## config.mk

```make
export PLATFORM = sky130hd
export DESIGN_NAME = bus_burst_machine
export DESIGN_NICKNAME = d
export VERILOG_FILES = /design/src/rtl/bus_burst_machine.sv
export SDC_FILE = /design/constraint.sdc
export NUM_CORES = 1
export LEC_CHECK = 0
export ABC_AREA = 1
export ABC_CLOCK_PERIOD_IN_PS = 2100
export BUFFER_PORTS_ARGS = -buffer_cell sky130_fd_sc_hd__buf_2
export CAP_MARGIN = 20
export CORE_AREA = 2 2 95 97
export DETAILED_ROUTE_END_ITERATION = 16
export DIE_AREA = 0 0 97 99
export GPL_TIMING_DRIVEN = 0
export PLACE_DENSITY = 0.68
export SLEW_MARGIN = 20
export SYNTH_ARGS = -nofsm -noshare
export SYNTH_HDL_FRONTEND = slang
export SYNTH_SLANG_ARGS = --single-unit
```

## constraint.sdc

```tcl
create_clock -name clk -period 2.1 [get_ports clk]
set_input_delay 0.21 -clock clk [delete_from_list [all_inputs] [get_ports clk]]
set_output_delay 0.21 -clock clk [all_outputs]
set_load 0.02 [all_outputs]
```

## src/rtl/bus_burst_machine.sv

```systemverilog
`default_nettype none
// ============================================================================
//  Module      : bus_burst_machine
//  Description : Burst bus-master handshake FSM on the as_n/ack_n bus with a
//                beat/address counter, a wait-state timeout with an error exit,
//                and an optional read mode selected by macro BUS_RW_READ_EN.
//  Revision    : 1.0 - initial release
// ============================================================================
module bus_burst_machine #(
    parameter int ADDR_W    = 32,
    parameter int DATA_W    = 32,
    parameter int LEN_W     = 4,
    parameter int BURST_MAX = 8,
    parameter int TO_W      = 4,
    parameter int TIMEOUT   = 15
) (
    input  logic              clk,
    input  logic              reset,
    input  logic              step_en,
    input  logic              mode,
    input  logic [LEN_W-1:0]  burst_len,
    input  logic [ADDR_W-1:0] addr_base,
    input  logic              ack_n,
    input  logic [DATA_W-1:0] din,
    output logic [ADDR_W-1:0] addr,
    output logic              as_n,
    output logic              wr_n,
    output logic              counter_ce,
    output logic              stop_n,
    output logic              in_init,
    output logic              busy,
    output logic [DATA_W-1:0] rd_data,
    output logic              rd_valid,
    output logic              to_err,
    output logic [2:0]        wr_state
);

    localparam logic [2:0] S_INIT = 3'd0;
    localparam logic [2:0] S_ADDR = 3'd1;
    localparam logic [2:0] S_REL  = 3'd2;
    localparam logic [2:0] S_DONE = 3'd3;
    localparam logic [2:0] S_ERR  = 3'd4;

    localparam logic             c_to_en   = (TIMEOUT != 0);
    localparam logic [TO_W-1:0]  c_to_last = (TIMEOUT == 0) ? '0 : TO_W'(TIMEOUT - 1);
    localparam logic [LEN_W-1:0] c_bmax    = LEN_W'(BURST_MAX);
    localparam logic [LEN_W-1:0] c_one     = LEN_W'(1);

    logic [2:0]        r_state;
    logic [2:0]        w_next;
    logic [ADDR_W-1:0] r_addr;
    logic [LEN_W-1:0]  r_beats_left;
    logic [LEN_W-1:0]  w_len;
    logic [TO_W-1:0]   r_to_cnt;
    logic              r_rel_first;
    logic              r_to_err;
    logic              w_stall;
    logic              w_to_hit;
    logic              w_last_beat;
    logic              w_rd_mode;

    // Stall cycles are those where the slave has not yet moved the handshake on.
    assign w_stall     = ((r_state == S_ADDR) && ack_n) || ((r_state == S_REL) && !ack_n);
    assign w_to_hit    = c_to_en && w_stall && (r_to_cnt == c_to_last);
    assign w_last_beat = (r_beats_left == c_one);

    always_comb begin
        w_len = burst_len;
        if (burst_len == '0) begin
            w_len = c_one;
        end else if (burst_len > c_bmax) begin
            w_len = c_bmax;
        end
    end

    // State register
    always_ff @(posedge clk) begin
        if (reset) begin
            r_state <= S_INIT;
        end else begin
            r_state <= w_next;
        end
    end

    // Next-state logic
    always_comb begin
        w_next = r_state;
        case (r_state)
            S_INIT: begin
                if (step_en) begin
                    w_next = S_ADDR;
                end
            end
            S_ADDR: begin
                if (!ack_n) begin
                    w_next = S_REL;
                end else if (w_to_hit) begin
                    w_next = S_ERR;
                end
            end
            S_REL: begin
                if (ack_n) begin
                    w_next = w_last_beat ? S_DONE : S_ADDR;
                end else if (w_to_hit) begin
                    w_next = S_ERR;
                end
            end
            S_DONE:  w_next = S_INIT;
            S_ERR:   w_next = S_INIT;
            default: w_next = S_INIT;
        endcase
    end

    // Datapath: address, beat counter, timeout counter, error flag
    always_ff @(posedge clk) begin
        if (reset) begin
            r_addr       <= '0;
            r_beats_left <= '0;
            r_to_cnt     <= '0;
            r_rel_first  <= 1'b0;
            r_to_err     <= 1'b0;
        end else begin
            r_rel_first <= (r_state == S_ADDR) && !ack_n;
            if (w_next != r_state) begin
                r_to_cnt <= '0;
            end else if (w_stall) begin
                r_to_cnt <= r_to_cnt + 1'b1;
            end
            if ((r_state == S_INIT) && step_en) begin
                r_addr       <= addr_base;
                r_beats_left <= w_len;
                r_to_err     <= 1'b0;
            end
            if ((r_state == S_REL) && ack_n && !w_last_beat) begin
                r_addr       <= r_addr + 1'b1;
                r_beats_left <= r_beats_left - 1'b1;
            end
            if (r_state == S_ERR) begin
                r_to_err <= 1'b1;
            end
        end
    end

`ifdef BUS_RW_READ_EN
    logic              r_mode;
    logic [DATA_W-1:0] r_rd_data;

    always_ff @(posedge clk) begin
        if (reset) begin
            r_mode    <= 1'b0;
            r_rd_data <= '0;
        end else begin
            if ((r_state == S_INIT) && step_en) begin
                r_mode <= mode;
            end
            if ((r_state == S_ADDR) && !ack_n && !r_mode) begin
                r_rd_data <= din;
            end
        end
    end

    assign w_rd_mode = !r_mode;
    assign rd_data   = r_rd_data;
`else
    logic w_unused_inputs;

    assign w_unused_inputs = ^{mode, din};
    assign w_rd_mode       = 1'b0;
    assign rd_data         = '0;
`endif

    // Output decode from registered state
    always_comb begin
        as_n       = 1'b1;
        wr_n       = 1'b1;
        counter_ce = 1'b0;
        rd_valid   = 1'b0;
        stop_n     = 1'b1;
        case (r_state)
            S_ADDR: begin
                as_n = 1'b0;
                wr_n = w_rd_mode;
            end
            S_REL: begin
                counter_ce = r_rel_first;
                rd_valid   = r_rel_first && w_rd_mode;
            end
            S_DONE:  stop_n = 1'b0;
            S_ERR:   stop_n = 1'b0;
            default: ;
        endcase
    end

    assign addr     = r_addr;
    assign in_init  = (r_state == S_INIT);
    assign busy     = (r_state != S_INIT);
    assign to_err   = r_to_err;
    assign wr_state = r_state;

endmodule
`default_nettype wire
```

### After elaboration in Yosys (flattened, before gate mapping)

Index checks and enable logic that the tools add are counted.

| word-level totals | value |
|---|---|
| flip-flop bits (word level) | 45 |
| input bits | 73 |
| output and inout port bits | 75 |
| word-level logic and storage cells | 51 |

| cells by class | value |
|---|---|
| $add $sub $neg | 3 |
| order comparisons | 1 |
| eq/ne operators | 7 |
| mux-type cells | 17 |
| reductions and logical operators | 17 |

Operator list:

| cell | count |
|---|---|
| 2-to-1 mux 32 bit | 2 |
| adder 32 x 1 -> 32 bit, second input constant | 1 |
| 2-to-1 mux 4 bit | 4 |
| 2-to-1 mux 3 bit | 4 |
| case mux 3 bit (3 select lines) | 1 |
| logical AND 1 bit | 7 |
| == test 3 x 2 -> 1 bit, second input constant | 2 |
| 2-to-1 mux 1 bit | 5 |
| adder 4 x 1 -> 4 bit, second input constant | 1 |
| == test 4 x 1 -> 1 bit, second input constant | 1 |
| == test 4 bit, second input constant | 1 |
| greater-than comparator 4 bit, second input constant | 1 |
| logical NOT 4 bit | 1 |
| nonzero test 2 bit | 2 |
| OR reduction 2 bit | 2 |
| subtractor 4 x 1 -> 4 bit, second input constant | 1 |
| == test 3 x 1 -> 1 bit, second input constant | 1 |
| == test 3 bit, second input constant | 1 |
| logical NOT 3 bit | 1 |
| inequality test 3 bit | 1 |
| nonzero test 3 bit | 1 |
| logical NOT 1 bit | 2 |
| 2-to-1 mux 2 bit | 1 |
| logical OR 1 bit | 1 |

### Longest topological paths before layout

| logic depth | value |
|---|---|
| depth in word-level cells | 9 |
| depth in mapped cells | 11 |

### Worst setup path before layout

No wires, ideal clock.

| timing path | value |
|---|---|
| path type | reg-to-reg |
| start point | register r_addr[0] (netlist: addr[0]) |
| end point | register r_addr[22] (netlist: addr[22]) |
| setup time | 0.110 ns |
| arrival time | 1.711 ns |
| slack | 0.279 ns |
| stages on the path, launching flop included | 11 |
| buffers on the path | 0 |
| period minus slack after synthesis | 1.821 ns |
| path through | dfxtp_1 -> ha_1 -> nand3_1 -> nor2_2 -> nand3_1 -> nor2_1 -> nand3_1 -> nand2_1 -> nand3_1 -> nand2_1 -> inv_1 |

| on the way | value |
|---|---|
| word-level cells in the longest chain between the ends | 2 |

RTL lines:

| element | RTL line | source |
|---|---|---|
| start: declaration | 51 | `logic [ADDR_W-1:0] r_addr;` |
| start signal: assignment | 130 | `r_addr <= addr_base;` |
| start signal: assignment | 135 | `r_addr <= r_addr + 1'b1;` |
| adder 32 x 1 -> 32 bit | 135 |  |
| 2-to-1 mux 32 bit | 134 | `if ((r_state == S_REL) && ack_n && !w_last_beat) begin` |

Every way passes these cells.
A chain may end at the register's enable or synchronous reset.

### Worst setup path after layout

Ends and elaborated chain as after synthesis.

==> reports/results.ini <==
[timing]
relSlewSlack_pct=56.58
rsz0062_at_grt=false
final.min_clock_period_ps=1923
finalHoldViolCount=0
fin_worst_skew_ps=7.670
worstMarginPinSlew_ps=651.3
drv_slew=0
fmax_mhz=520.0
fin_crit_sh_pct=91.57
setup_viol=0
holdWs_ps=159.0
final.setup.tns_ps=0

[clock_network]
clk_pin_slew_worst_paths_ps=100
cts_hold_buf=0
numCtsBuffers=5
clk_latency_ps=310
cts_tree=built
cts_max_level=2
cts_setup_buffers=0
cts_buffer_depth=2
cts_resized=1
root_buffer=clkbuf_8
cts_sinks=45

[drt]
via_count=3673
firstDrtPassIters=4
drc=0
routed_via_density=4.703
routed_wirelength_um=10020
wire_per_inst_um=12.82
drtIter0Drc=162
ant_nets=0

[grt]
grt_usage_pct=21.07
grt-ovfl-total=0
antenna_found_initial=0
grt_pass1_wl_um=16710
grt_max_degree=15
grt_pass1_vias=3469

[floorplan]
rows=34
die_y_um=99
core_um2=8551
fp.dieArea_um2=9603
initial_core_util_pct=39.08
die_x_um=97
ioPinCount=148

[synthesis]
ys_seq_elements=45
synth_warnings=0
yosysUniqueCellTypes=36
synth_area_um2=3342
syn-instance-count=553
avgSynthCellArea_um2=6.043
ys_seq_area_share_pct=26.96

[cells_and_area]
antennaDiodeCount=0
layout_common_cells=178 x nand2_1, 88 x nor2_1, 86 x buf_2, 44 x dfxtp_1, 42 x inv_1
drive_above_1_share_pct=24.07
final_area_um2=4100
nFillCells=949
final_cells=781
seq_area_um2=902.1
final_common_cell=nand2_1
area_growth_pct=22.69
multi_input_area_um2=2038
fin_nets=750

[critical_path]
critPathMaxStageDelay_ps=430
start_kind=register
crit_path_max_fanout=8
cp.arrival_ps=2140
crit_buf_inv=1
slowest_stage=dfxtp_2
required_ps=2320
reg2reg_slack_ps=180
crit_type=register to register
crit_chain=ha_2 > nand3_1 > nor2_2 > nand3_1 > nor2_2 > nand3_1 > nand2_1 > nand3_1 > nand2_1 > inv_1
cp_common_cell=nand3_1
end_kind=register
critPathTopFamily=simple AND/OR/NAND/NOR gates

[hold_path]
hold_path.class=primary input to register

[place]
gp_congestion=0.8630
hpwlAfterDp_um=7958
dpl_cell_area_um2=3998
dp_cells=773
port_buffers=80

[pwr]
vdd_drop_max_mv=0.2128
p_leak_nw=1.808
cellPowerDensity_nw_per_um2=535.7

[outcome]
outcome=finished clean

[job]
cap_violations=0

## cells by family (layout without fill, tap and decap cells)
logic type	count (synthesis)	count (layout)	synth area share, %
AOI/OAI and AO/OA	58	58	10.37
xor gates and xnor gates	8	8	2.097
adders and majority gates	5	5	1.872
buffers and inverters	97	185	15.80
DFF	45	45	26.96
other	1	33	0.1122
and+or+nand+nor	339	339	42.79
## tightest hold or removal path: stages
cell	delay, ps
buf_2	90
nand2_1	50
a31oi_1	70
## flip-flops by register name, indices dropped and copies added (netlist names)
signal and count:
addr 32, r_beats_left 4, r_rel_first 1, r_to_cnt 4
to_err 1, wr_state 3
## synthesized netlist by cell type, drive strengths merged
cell      n  area share [%]
nand2   180              21
nor2    100              12
inv      46             5.2
buf      45             9.9
dfxtp    45              27
nand3    40             6.1
a21oi    26             4.6
o21ai    14             2.1
a31oi     9             1.7
nor3      8             1.7
o211ai    6             1.3
clkbuf    5            0.56
ha        5             1.9
nand3b    5             1.1
xor2      5             1.3
nand4     3            0.56
xnor2     3            0.79
or2       2            0.37
a211oi    1            0.22
a22oi     1            0.22
and2      1            0.19
clkinv    1            0.11
conb      1            0.11
o21bai    1            0.22
## final cells by class
type | count | area share [%]
sequential | 45 | 22.00
timing repair buffer | 80 | 9.765
buffer | 50 | 8.514
multi-input combinational | 443 | 49.71
clock inverter | 2 | 0.3357
clock buffer | 6 | 2.014
tap | 108 | 3.296
inverter | 47 | 4.364
## worst paths after layout
check,start,endpoint,cells past startpoint
worst max register to register,addr[0]$_SDFFE_PP0P_,addr[22]$_SDFFE_PP0P_,10
worst max-delay path,addr[0]$_SDFFE_PP0P_,addr[22]$_SDFFE_PP0P_,10
worst min register to register,to_err$_SDFFE_PP0P_,to_err$_SDFFE_PP0P_,2
worst min-delay path,addr_base[3],addr[3]$_SDFFE_PP0P_,3
## where the power goes
| part | switching, mW | internal [mW] | leakage [nW] |
|---|---|---|---|
| Sequential | 0.0869 | 0.912 | 0.369 |
| Clock | 0.338 | 0.268 | 0.0512 |
| Combinational | 0.368 | 0.224 | 1.39 |
| Total | 0.793 | 1.40 | 1.81 |
## per-layer routing
| metal | vias to the layer above | track usage, % | part of all wire [%] |
|---|---|---|---|
| li1 | 1920 | - | - |
| met1 | 1651 | 25.67 | 44 |
| met2 | 96 | 39.26 | 49 |
| met3 | 6 | 4.113 | 6.4 |
| met4 | 0 | 3.034 | 0.51 |
| met5 | - | 0 | 0 |
## stage by stage
step / utilization [%] / power, mW / setup slack, ps
finish: 47.95 / 2.197 / 177.1
detailed placement: 46.75 / 1.607 / -51.02
floorplan: - / 1.425 / 279.2
global placement: 46.75 / 1.596 / 16.49
global route: 47.95 / 2.312 / 17.68
CTS: 47.91 / 2.210 / 0.1894
(Power assumes the default switching activity.)
